<file path="src/rtl/apb_req_arbiter_if.sv">
// Signal bundle between apb_req_arbiter, its requesters and the shared master_apb.
// The master modport is the arbiter's view; slave is the requester/APB side.
interface apb_req_arbiter_if #(
   parameter int NUM_REQ    = 4,
   parameter int ADDR_WIDTH = 8,
   parameter int DATA_WIDTH = 32
);
   logic [NUM_REQ-1:0]            req;
   logic [NUM_REQ-1:0]            req_write;
   logic [NUM_REQ*ADDR_WIDTH-1:0] req_addr;
   logic [NUM_REQ*DATA_WIDTH-1:0] req_wdata;
   logic [NUM_REQ-1:0]            gnt;
   logic [NUM_REQ-1:0]            ack;
   logic [DATA_WIDTH-1:0]         rdata;
   logic                          busy;
   logic                          transfer;
   logic                          READ_WRITE;
   logic [ADDR_WIDTH-1:0]         apb_write_paddr;
   logic [ADDR_WIDTH-1:0]         apb_read_paddr;
   logic [DATA_WIDTH-1:0]         apb_write_data;
   logic                          PSEL;
   logic                          PENABLE;
   logic                          PREADY;
   logic [DATA_WIDTH-1:0]         PRDATA;

   modport master (
      input  req, req_write, req_addr, req_wdata, PSEL, PENABLE, PREADY, PRDATA,
      output gnt, ack, rdata, busy, transfer, READ_WRITE,
             apb_write_paddr, apb_read_paddr, apb_write_data
   );

   modport slave (
      output req, req_write, req_addr, req_wdata, PSEL, PENABLE, PREADY, PRDATA,
      input  gnt, ack, rdata, busy, transfer, READ_WRITE,
             apb_write_paddr, apb_read_paddr, apb_write_data
   );
endinterface

</file>
<file path="src/rtl/apb_req_arbiter.sv">
// Shares one master_apb between NUM_REQ requesters, one transaction at a time.
// Round robin by default; define ARB_FIXED_PRIO_EN for fixed priority (lowest index wins).
module apb_req_arbiter #(
   parameter int NUM_REQ    = 4,
   parameter int ADDR_WIDTH = 8,
   parameter int DATA_WIDTH = 32
) (
   input logic               PCLK,
   input logic               PRESET,
   apb_req_arbiter_if.master bus
);
   localparam int IDX_W = (NUM_REQ > 1) ? $clog2(NUM_REQ) : 1;

   typedef enum logic [1:0] {ARB_IDLE, ARB_REQ, ARB_WAIT} state_e;

   state_e                state_q;
   logic [NUM_REQ-1:0]    gnt_q;
   logic [IDX_W-1:0]      gnt_idx_q;
   logic [NUM_REQ-1:0]    ack_q;
   logic [DATA_WIDTH-1:0] rdata_q;
   logic                  transfer_q;

   logic [NUM_REQ-1:0]    elig;
   logic [NUM_REQ-1:0]    cand;
   logic                  gnt_vld_d;
   logic [IDX_W-1:0]      gnt_idx_d;
   logic                  gnt_vld;
   logic                  gnt_write;
   logic [ADDR_WIDTH-1:0] sel_addr;
   logic [DATA_WIDTH-1:0] sel_wdata;

   // The requester being acked this cycle still holds req; mask it so it cannot re-win at once.
   assign elig = bus.req & ~ack_q;

`ifdef ARB_FIXED_PRIO_EN
   assign cand = elig;
`else
   logic [IDX_W-1:0]   ptr_q;
   logic [NUM_REQ-1:0] above_ptr;

   // NOTE: combinational blocks use blocking '=' and give every output a default first, so no latch is inferred.
   always_comb begin
      above_ptr = '0;
      for (int i = 0; i < NUM_REQ; i++) above_ptr[i] = (i > int'(ptr_q));
      cand = ((elig & above_ptr) != '0) ? (elig & above_ptr) : elig;
   end
`endif

   always_comb begin
      gnt_vld_d = 1'b0;
      gnt_idx_d = '0;
      for (int i = NUM_REQ - 1; i >= 0; i--) begin
         if (cand[i]) begin
            gnt_vld_d = 1'b1;
            gnt_idx_d = IDX_W'(i);
         end
      end
   end

   assign gnt_vld   = |gnt_q;
   assign gnt_write = gnt_vld & bus.req_write[gnt_idx_q];
   assign sel_addr  = bus.req_addr[int'(gnt_idx_q) * ADDR_WIDTH +: ADDR_WIDTH];
   assign sel_wdata = bus.req_wdata[int'(gnt_idx_q) * DATA_WIDTH +: DATA_WIDTH];

   // NOTE: sequential state uses non-blocking '<=' so every register samples pre-edge values.
   always_ff @(posedge PCLK) begin
      if (PRESET) begin
         state_q    <= ARB_IDLE;
         gnt_q      <= '0;
         gnt_idx_q  <= '0;
         ack_q      <= '0;
         rdata_q    <= '0;
         transfer_q <= 1'b0;
`ifndef ARB_FIXED_PRIO_EN
         ptr_q      <= IDX_W'(NUM_REQ - 1);
`endif
      end else begin
         ack_q <= '0;
         unique case (state_q)
            ARB_IDLE: begin
               if (gnt_vld_d) begin
                  gnt_q      <= NUM_REQ'(1) << gnt_idx_d;
                  gnt_idx_q  <= gnt_idx_d;
                  transfer_q <= 1'b1;
                  state_q    <= ARB_REQ;
`ifndef ARB_FIXED_PRIO_EN
                  ptr_q      <= gnt_idx_d;
`endif
               end
            end
            ARB_REQ: begin
               if (bus.PSEL && !bus.PENABLE) begin
                  transfer_q <= 1'b0;
                  state_q    <= ARB_WAIT;
               end
            end
            ARB_WAIT: begin
               if (bus.PSEL && bus.PENABLE && bus.PREADY) begin
                  ack_q   <= gnt_q;
                  gnt_q   <= '0;
                  state_q <= ARB_IDLE;
                  if (!gnt_write) rdata_q <= bus.PRDATA;
               end
            end
            default: state_q <= ARB_IDLE;
         endcase
      end
   end

   assign bus.gnt             = gnt_q;
   assign bus.ack             = ack_q;
   assign bus.rdata           = rdata_q;
   assign bus.busy            = (state_q != ARB_IDLE);
   assign bus.transfer        = transfer_q;
   assign bus.READ_WRITE      = gnt_write;
   assign bus.apb_write_paddr = gnt_write ? sel_addr : '0;
   assign bus.apb_read_paddr  = (gnt_vld && !gnt_write) ? sel_addr : '0;
   assign bus.apb_write_data  = gnt_write ? sel_wdata : '0;

   // At most one requester granted and at most one acked in any cycle.
   assert property (@(posedge PCLK) disable iff (PRESET) $onehot0(gnt_q) && $onehot0(ack_q));
endmodule

</file>
<file path="src/flat_wrapper.sv">
// flat-port wrapper written by rule: the top's interface ports become plain ports
module apb_req_arbiter_flat 
#(
   parameter int NUM_REQ    = 4,
   parameter int ADDR_WIDTH = 8,
   parameter int DATA_WIDTH = 32
)
  (PCLK, PRESET, bus_req, bus_req_write, bus_req_addr, bus_req_wdata, bus_PSEL, bus_PENABLE, bus_PREADY, bus_PRDATA, bus_gnt, bus_ack, bus_rdata, bus_busy, bus_transfer, bus_READ_WRITE, bus_apb_write_paddr, bus_apb_read_paddr, bus_apb_write_data);
  apb_req_arbiter_if #(.NUM_REQ(NUM_REQ), .ADDR_WIDTH(ADDR_WIDTH), .DATA_WIDTH(DATA_WIDTH)) bus_i ();
  input logic PCLK;
  input logic PRESET;
  input wire logic [$bits(bus_i.req)-1:0] bus_req;
  input wire logic [$bits(bus_i.req_write)-1:0] bus_req_write;
  input wire logic [$bits(bus_i.req_addr)-1:0] bus_req_addr;
  input wire logic [$bits(bus_i.req_wdata)-1:0] bus_req_wdata;
  input wire logic [$bits(bus_i.PSEL)-1:0] bus_PSEL;
  input wire logic [$bits(bus_i.PENABLE)-1:0] bus_PENABLE;
  input wire logic [$bits(bus_i.PREADY)-1:0] bus_PREADY;
  input wire logic [$bits(bus_i.PRDATA)-1:0] bus_PRDATA;
  output wire logic [$bits(bus_i.gnt)-1:0] bus_gnt;
  output wire logic [$bits(bus_i.ack)-1:0] bus_ack;
  output wire logic [$bits(bus_i.rdata)-1:0] bus_rdata;
  output wire logic [$bits(bus_i.busy)-1:0] bus_busy;
  output wire logic [$bits(bus_i.transfer)-1:0] bus_transfer;
  output wire logic [$bits(bus_i.READ_WRITE)-1:0] bus_READ_WRITE;
  output wire logic [$bits(bus_i.apb_write_paddr)-1:0] bus_apb_write_paddr;
  output wire logic [$bits(bus_i.apb_read_paddr)-1:0] bus_apb_read_paddr;
  output wire logic [$bits(bus_i.apb_write_data)-1:0] bus_apb_write_data;
  assign bus_i.req = bus_req;
  assign bus_i.req_write = bus_req_write;
  assign bus_i.req_addr = bus_req_addr;
  assign bus_i.req_wdata = bus_req_wdata;
  assign bus_i.PSEL = bus_PSEL;
  assign bus_i.PENABLE = bus_PENABLE;
  assign bus_i.PREADY = bus_PREADY;
  assign bus_i.PRDATA = bus_PRDATA;
  assign bus_gnt = bus_i.gnt;
  assign bus_ack = bus_i.ack;
  assign bus_rdata = bus_i.rdata;
  assign bus_busy = bus_i.busy;
  assign bus_transfer = bus_i.transfer;
  assign bus_READ_WRITE = bus_i.READ_WRITE;
  assign bus_apb_write_paddr = bus_i.apb_write_paddr;
  assign bus_apb_read_paddr = bus_i.apb_read_paddr;
  assign bus_apb_write_data = bus_i.apb_write_data;
  apb_req_arbiter #(.NUM_REQ(NUM_REQ), .ADDR_WIDTH(ADDR_WIDTH), .DATA_WIDTH(DATA_WIDTH)) u_core (.PCLK(PCLK), .PRESET(PRESET), .bus(bus_i));
endmodule
</file>
<file path="config.mk">
export PLATFORM = sky130hd
export DESIGN_NAME = apb_req_arbiter_flat
export DESIGN_NICKNAME = d
export VERILOG_FILES = /design/src/rtl/apb_req_arbiter_if.sv /design/src/rtl/apb_req_arbiter.sv /design/src/flat_wrapper.sv
export SDC_FILE = /design/constraint.sdc
export NUM_CORES = 1
export LEC_CHECK = 0
export ABC_AREA = 0
export CAP_MARGIN = 20
export CORE_AREA = 2 2 116 118
export CTS_CLUSTER_DIAMETER = 40
export CTS_CLUSTER_SIZE = 16
export DETAILED_ROUTE_END_ITERATION = 8
export DIE_AREA = 0 0 118 120
export HOLD_SLACK_MARGIN = 0.15
export PLACE_DENSITY_LB_ADDON = 0.3
export SLEW_MARGIN = 5
export SYNTH_ARGS = -nofsm -noshare
export SYNTH_HDL_FRONTEND = slang
export SYNTH_SLANG_ARGS = --single-unit
export TNS_END_PERCENT = 30
</file>
<file path="constraint.sdc">
create_clock -name PCLK -period 1.9 [get_ports PCLK]
set_input_delay 0.38 -clock PCLK [delete_from_list [all_inputs] [get_ports PCLK]]
set_output_delay 0.38 -clock PCLK [all_outputs]
set_load 0.02 [all_outputs]
</file>
==> key figures, run 1 <==
Outcome
  • Outcome: finished with violations
  • Failing checks: setup timing

Synth
  • Flop and latch count out of synthesis: 47
  • Post-synth EDFFs: 0
  • Cell variety after synth: 34
  • Most instantiated library cell after synthesis: nand2_1
  • Register area share after synthesis: ~30%
  • Synthesized area: 3130 sq um
  • Top cells by area, synth: dfxtp_1 (30%), mux4_2 (29%), nand2_1 (8.1%)
  • Syn Area/Cell: 9.50 sq um
  • Commonest cells post-synth: nand2_1 (68), dfxtp_1 (47), a21oi_1 (41), mux4_2 (41), and3_1 (40)
  • Cell taking the most area after synthesis: dfxtp_1
  • Asr flop ratio synth: 0%
  • Post-synth top area share: between 30 and 40%
  • Synth warn: 0
  • Synth Flop Type: dfxtp_1
  • Post-Syn Instances: 330
  • Mapped Nets: 535

Routing
  • Met2 routed WL: about 8 mm
  • Starting DRT DRC Count: 230
  • Via count: 4,070
  • Top Layer Used: met4
  • Drt wl/cell: just over 20 microns
  • Met3 wire length: 1.64 mm
  • Drt drc: 0
  • Drt via density: 4.98
  • Number of nets with antenna violations after routing: 0
  • Pre-Repair DR Iteration Count: 4
  • Aggregate routed wire length: 16.6 mm
  • Routed met1 length: 6.45 mm

Placement
  • RePlAce Congestion: 1.07
  • Placement Setup Slack: -979 ps
  • Post-DP HPWL: 13.4 mm
  • Post-DP Area: between 6000 and 7000 sq um
  • IO Port Bufs: roughly 300

Global route
  • GRT Residual Overflow: 0
  • Pin count of the biggest net entering global routing: 43
  • First-pass GRT wire length: approximately 25 mm
  • Vias in the first global route: 4,281
  • Initial antenna violation count: 1
  • GRT Resource Usage Total: a little under a quarter

Flow run
  • Max-Cap Viols: 0

Layout
  • Synth-to-Final Area Change: 113%
  • Fin area: 6670 sq um
  • Layout Nets: ~840
  • Share of layout cells above drive strength 1: 25.8%

Die
  • Ports: 296
  • Row count: between 40 and 50
  • Starting Density: 24.1%
  • Chip width: around 120 microns
  • Die Area: roughly 14,000 sq um
  • Core box area: 13,000 sq um
  • Die Y: 120 microns

STA
  • Endpoints failing hold: 0
  • Fin Setup TNS: -22,480 ps
  • Min Tclk post-route: 2320 ps
  • Slew Viols, Final: 0
  • Final worst slack: -421 ps
  • RSZ-0062 raised after global routing: true
  • Fmax: around 0.43 GHz
  • Max transition margin: 66.2%
  • Final setup fails: 81
  • Max Clock Skew: 2.19 ps
  • Slew @ Worst Pin: 507 ps
  • Final period util: 122%

Setup path
  • Worst Setup End Kind: primary output
  • Crit path largest cell delay: 580 ps
  • Most used cell, CP: buf_6
  • R2r setup slk: -210 ps
  • Crit Path Category: register to primary output
  • Critical Path RT: 1520 ps
  • Crit Path Max Fanout: 8
  • Slowest cell on crit path: mux4_2
  • CP arrival: about 1900 ps
  • Startpoint Class: register
  • CP Cell Sequence: mux4_2, nor2_4, buf_6, buf_6, and2_4, buf_6

Pwr
  • Pwr Total: about 3.8 mW
  • Lkg Pwr: 2.62 nW
  • Peak supply drop: 0.543 mV
  • Pwr/cell area: 563 nW/um^2

Clock tree
  • Clock buffer depth: 2
  • Root Driver: clkbuf_16
  • Clock slew at reported path FFs: 60 ps
  • Cts hold-fix bufs: 0
  • Clock tree from TritonCTS: done
  • Clock sinks: 47
  • CTS Buf Count: 5
  • H-tree depth: 2
  • Clock Latency Late Sink: 290 ps

Hold path
  • Hold crit path type: register to register
==> registers in the layout (all words and copies together), names as in the netlist <==
signal	cells
u_core.ptr_q	2
u_core.bus.rdata	32
u_core.bus.ack	4
u_core.bus.transfer	1
u_core.state_q	2
u_core.bus.gnt	4
u_core.gnt_idx_q	2
==> cells by family (layout without fill, tap and decap cells) <==
| logic type | count (synthesis) | in the layout | synth area share (%) |
|---|---|---|---|
| other cells | 0 | 1 | 0 |
| mux | 41 | 41 | 29.5 |
| flops | 47 | 47 | 30.0 |
| simple gates | 142 | 142 | 22.6 |
| compound gates | 61 | 61 | 12.0 |
| buf+inv | 39 | 349 | 5.91 |
==> final timing paths <==
check | from | to | cells after the start
max | u_core.gnt_idx_q[0] | bus_apb_read_paddr[4] | 6
min | u_core.bus.rdata[29] | u_core.bus.rdata[29] | 2
max reg2reg | u_core.gnt_idx_q[0] | u_core.bus.rdata[23] | 7
min reg2reg | u_core.bus.rdata[29] | u_core.bus.rdata[29] | 2
==> worst max-delay path: cells and delay by family (launching register included) <==
| family | cells | cell delay [ps] |
|---|---|---|
| DFF | 1 | 410 |
| muxes | 1 | 580 |
| and+or+nand+nor | 2 | 290 |
| buffers and inverters | 3 | 360 |
==> layout by cell type (no fill, tap or decap), types with 3 or more instances in the layout <==
master,n
a21oi_1,28
a21oi_2,13
and2_4,8
and3_1,40
buf_12,8
buf_2,31
buf_4,31
buf_6,14
clkbuf_16,6
clkdlybuf4s50_1,240
dfxtp_1,45
dlymetal6s2s_1,5
inv_1,8
mux4_2,41
nand2_1,68
nand2b_1,4
nor2_1,5
nor2b_1,3
nor4_1,4
o221ai_1,3
==> final cells by class <==
class	instances	area (sq um)
clock inverters	1	5.00
repair buffers	333	3220
diodes	1	2.50
multi-input cells	244	2110
flip-flops and latches	47	946
clock buffers	7	133
fillers	1198	6310
well taps	176	220
inverters	8	30.0
==> metrics by stage <==
step / hold slack, ps / util (%) / std cells
2_1_floorplan: 483 / - / 330
3_3_place_gp: 442 / 49.7 / 803
3_5_place_dp: 450 / 49.7 / 803
4_1_cts: 460 / 50.6 / 815
5_1_grt: 479 / 51.3 / 816
6_report: 457 / 51.4 / 817
==> where the power goes <==
group / switching (mW) / total (mW) / internal (mW) / leakage, nW
Sequential: 0.0353 / 1.05 / 1.01 / 0.382
Combinational: 0.803 / 1.85 / 1.05 / 2.17
Clock: 0.366 / 0.853 / 0.487 / 0.0679
Total: 1.20 / 3.75 / 2.55 / 2.62
==> per-layer routing <==
| layer | vias up | global-route usage (%) |
|---|---|---|
| met1 | 1977 | 26.8 |
| met2 | 211 | 39.6 |
| met3 | 33 | 8.17 |
| li1 | 1849 | - |
| met4 | 0 | 6.93 |
| met5 | - | 0 |
==> what timing repair did <==
| action | CTS | global route |
|---|---|---|
| resized for setup | 231 | 29 |
| pin swaps | 8 | 2 |
| gates cloned | 1 | 1 |
| buffers inserted | 3 | 1 |
| endpoints found under the setup margin | 81 | 86 |
Note: power is estimated with default switching activity, not from simulation.
==> inputs of run 2 (changes only) <==
--- a/config.mk
+++ b/config.mk
@@ -7,11 +7,13 @@
 export LEC_CHECK = 0
 export ABC_AREA = 0
 export CAP_MARGIN = 20
-export CORE_AREA = 2 2 116 118
+export CELL_PAD_IN_SITES_DETAIL_PLACEMENT = 2
+export CELL_PAD_IN_SITES_GLOBAL_PLACEMENT = 2
+export CORE_MARGIN = 2
+export CORE_UTILIZATION = 14
 export CTS_CLUSTER_DIAMETER = 40
 export CTS_CLUSTER_SIZE = 16
 export DETAILED_ROUTE_END_ITERATION = 8
-export DIE_AREA = 0 0 118 120
 export HOLD_SLACK_MARGIN = 0.15
 export PLACE_DENSITY_LB_ADDON = 0.3
 export SLEW_MARGIN = 5
==> run 2 against run 1 <==
  * The run still ends with setup timing left
  * Cell count increased by 14%
  * Largest cell class unchanged
  * Design area increased by 8.8%
  * Maximum frequency fell by 2.8%
  * Register-to-register slack worse by 90 ps
  * Critical endpoint unchanged
  * Die area up 67%
  * Core utilization down 18 points
  * Non-clock buffer count is 11 higher
  * Sequential power barely moved
  * Critical path depth increased by 1
  * Flip-flop and latch count did not move
  * Worst setup slack worse by 68 ps
  * Hold slack worse by 60 ps
==> key figures, run 2 (synthesized netlist as in run 1, its figures left out) <==
Pwr
  • Power share of the clock group: 22.8% (was 22.7%)
  • Lkg Pwr: 2.67 nW (was 2.62 nW)
  • Comb pwr share: 52.1% (was 49.3%)
  • Switching part of the total: 31.3% (was 32.1%)
  • Peak supply drop: 0.286 mV (was 0.543 mV)
  • Sequential share of power: 25.1% (was 27.9%)
  • Internal power: 2.86 mW (was 2.55 mW)
  • Pwr/cell area: 574 nW/um^2 (was 563 nW/um^2)
  • Sw Pwr: 1.30 mW (was 1.20 mW)

Routing
  • Number of nets with antenna violations after routing: 0 (unchanged)
  • Drt drc: 0 (unchanged)
  • Drt via density: 4.38 (was 4.98)
  • Aggregate routed wire length: 20.1 mm (was 16.6 mm)
  • Drt wl/cell: 21.5 microns (was 20.3 microns)
  • Via count: 4,085 (was 4,070)
  • Pre-Repair DR Iteration Count: 4 (unchanged)
  • Starting DRT DRC Count: 107 (was 230)

Die
  • Die Y: 154 microns (was 120 microns)
  • Core box area: 21,900 sq um (was 13,000 sq um)
  • Die Area: 23,600 sq um (was 14,200 sq um)
  • Row count: 54 (was 42)
  • Ports: 296 (unchanged)
  • Chip width: 154 microns (was 118 microns)
  • Starting Density: 14.3% (was 24.1%)

Clock tree
  • CTS Buf Count: 5 (unchanged)
  • H-tree depth: 2 (unchanged)
  • Cts hold-fix bufs: 0 (unchanged)
  • Clock slew at reported path FFs: 70 ps (was 60 ps)
  • Clock sinks: 47 (unchanged)
  • Clock tree from TritonCTS: done (unchanged)
  • Root Driver: clkbuf_16 (unchanged)
  • Clock Latency Late Sink: 290 ps (about the same)
  • Clock buffer depth: 2 (unchanged)

STA
  • Slew @ Worst Pin: 500 ps (was 507 ps)
  • Max Clock Skew: 5.21 ps (was 2.19 ps)
  • Endpoints failing hold: 0 (unchanged)
  • Final period util: 126% (was 122%)
  • Fin Setup TNS: -29,630 ps (was -22,480 ps)
  • Final setup fails: 81 (unchanged)
  • RSZ-0062 raised after global routing: true (unchanged)
  • Fmax: 0.419 GHz (was 0.431 GHz)
  • Final worst slack: -489 ps (was -421 ps)
  • Max transition margin: 66.7% (was 66.2%)
  • Slew Viols, Final: 0 (unchanged)
  • Min Tclk post-route: 2390 ps (was 2320 ps)

Setup path
  • CP arrival: 2010 ps (was 1940 ps)
  • Crit path largest cell delay: 560 ps (was 580 ps)
  • Crit Path Max Fanout: 8 (unchanged)
  • Start point of the critical path: u_core.gnt_idx_q[0] (unchanged)
  • CP Cell Sequence: mux4_2, buf_12, buf_6, nor2_4, buf_6, and2_4, buf_6 (was mux4_2, nor2_4, buf_6, buf_6, and2_4, buf_6)
  • Depth of the worst register-to-register path: 8 (was 7)
  • Startpoint Class: register (unchanged)
  • Crit Path Category: register to primary output (unchanged)
  • CP bufs+invs: 4 (was 3)
  • Critical Path RT: 1520 ps (about the same)
  • R2r setup slk: -300 ps (was -210 ps)
  • CP delay by family, top: multiplexers (unchanged)
  • Most used cell, CP: buf_6 (unchanged)
  • WP depth: 7 (was 6)
  • Worst R2R Start: u_core.gnt_idx_q[0] (unchanged)
  • Critical R2R Capture: u_core.bus.rdata[27] (was u_core.bus.rdata[23])
  • Worst Setup End Kind: primary output (unchanged)
  • CP endpoint: bus_apb_read_paddr[4] (unchanged)
  • Slowest cell on crit path: mux4_2 (unchanged)

Hold path
  • Min-delay src: PRESET (was u_core.bus.rdata[29])
  • Hold crit path type: input pin to register (was register to register)

Layout
  • Fillers: 2,382 (was 1,198)
  • Synth-to-Final Area Change: 131% (was 113%)
  • Layout Nets: 855 (was 844)
  • Multi-input gate area in the final layout: 2260 sq um (was 2110 sq um)
  • Most common cell after layout, fill and taps aside: clkdlybuf4s50_1 (unchanged)
  • Reg area: 946 sq um (unchanged)
  • Share of layout cells above drive strength 1: 32.1% (was 25.8%)
  • Most frequent cells in the layout: clkdlybuf4s50_1 (240), nand2_1 (68), dfxtp_1 (45), buf_6 (43), mux4_2 (41) (was clkdlybuf4s50_1 (240), nand2_1 (68), dfxtp_1 (45), mux4_2 (41), and3_1 (40))
  • Max reg flops: 32 (unchanged)

Global route
  • First-pass GRT wire length: 29.5 mm (was 25.2 mm)
  • Vias in the first global route: 4,521 (was 4,281)
  • GRT Residual Overflow: 0 (unchanged)
  • Initial antenna violation count: 5 (was 1)
  • GRT Resource Usage Total: 16.3% (was 23.0%)
  • Pin count of the biggest net entering global routing: 44 (was 43)

Placement
  • Placement Setup Slack: -919 ps (was -979 ps)
  • RePlAce Congestion: 0.849 (was 1.07)
  • Post-DP HPWL: 16.1 mm (was 13.4 mm)
  • IO Port Bufs: 295 (unchanged)

Outcome
  • Outcome: finished with violations (unchanged)
  • Failing checks: setup timing (unchanged)

Flow run
  • Max-Cap Viols: 0 (unchanged)
==> run 2: worst min path at each step <==
stage	endpoint	slack, ps	cells past startpoint
final	u_core.gnt_idx_q[1]	400	2
after global routing	u_core.gnt_idx_q[0]	400	2
after CTS	u_core.gnt_idx_q[0]	390	2
after detailed placement	u_core.bus.rdata[28]	460	2
after global placement	u_core.bus.rdata[24]	440	2
after floorplan	u_core.state_q[0]	480	1
==> run 2: timing repair <==
action | CTS | global route
gates resized for setup | 298 | 59
pin swaps | 9 | 1
cloned | 2 | 1
setup buffers | 7 | 6
setup endpoints to repair | 83 | 83
==> run 2: metrics by stage <==
stage / std cells / util [%] / cell area [sq um] / total power, mW / hold slack, ps
after floorplan: 330 / - / 3130 / 1.88 / 483
after global placement: 907 / 30.0 / 6580 / 2.87 / 442
after detailed placement: 907 / 30.0 / 6580 / 2.90 / 457
after CTS: 924 / 31.7 / 6940 / 4.07 / 386
after global routing: 933 / 33.1 / 7250 / 4.38 / 399
final: 933 / 33.1 / 7250 / 4.16 / 397
==> run 2: per-layer routing <==
metal | vias up | global-route usage [%] | wire length, microns
met4 | 6 | 4.28 | 284
met3 | 24 | 5.52 | 1580
met2 | 184 | 30.0 | 10600
li1 | 1869 | - | -
met1 | 2002 | 17.8 | 7600
met5 | - | 0 | 34
==> run 2: layout make-up <==
cell class,count,share of cell area [%]
Clock buffer,8,2.16
Sequential cell,47,13.0
Antenna cell,2,0.0690
Tap cell,280,4.83
Multi-Input combinational cell,244,31.1
Inverter,8,0.414
Timing Repair Buffer,344,48.4
==> run 2: power groups by stage <==
| stage | logic, mW | clock network, mW | registers [mW] |
|---|---|---|---|
| 6_report | 2.17 | 0.950 | 1.05 |
| 4_1_cts | 2.02 | 0.994 | 1.05 |
| 2_1_floorplan | 0.812 | 0 | 1.07 |
| 3_3_place_gp | 1.80 | 0 | 1.07 |
| 3_5_place_dp | 1.83 | 0 | 1.07 |
| 5_1_grt | 2.29 | 1.04 | 1.05 |
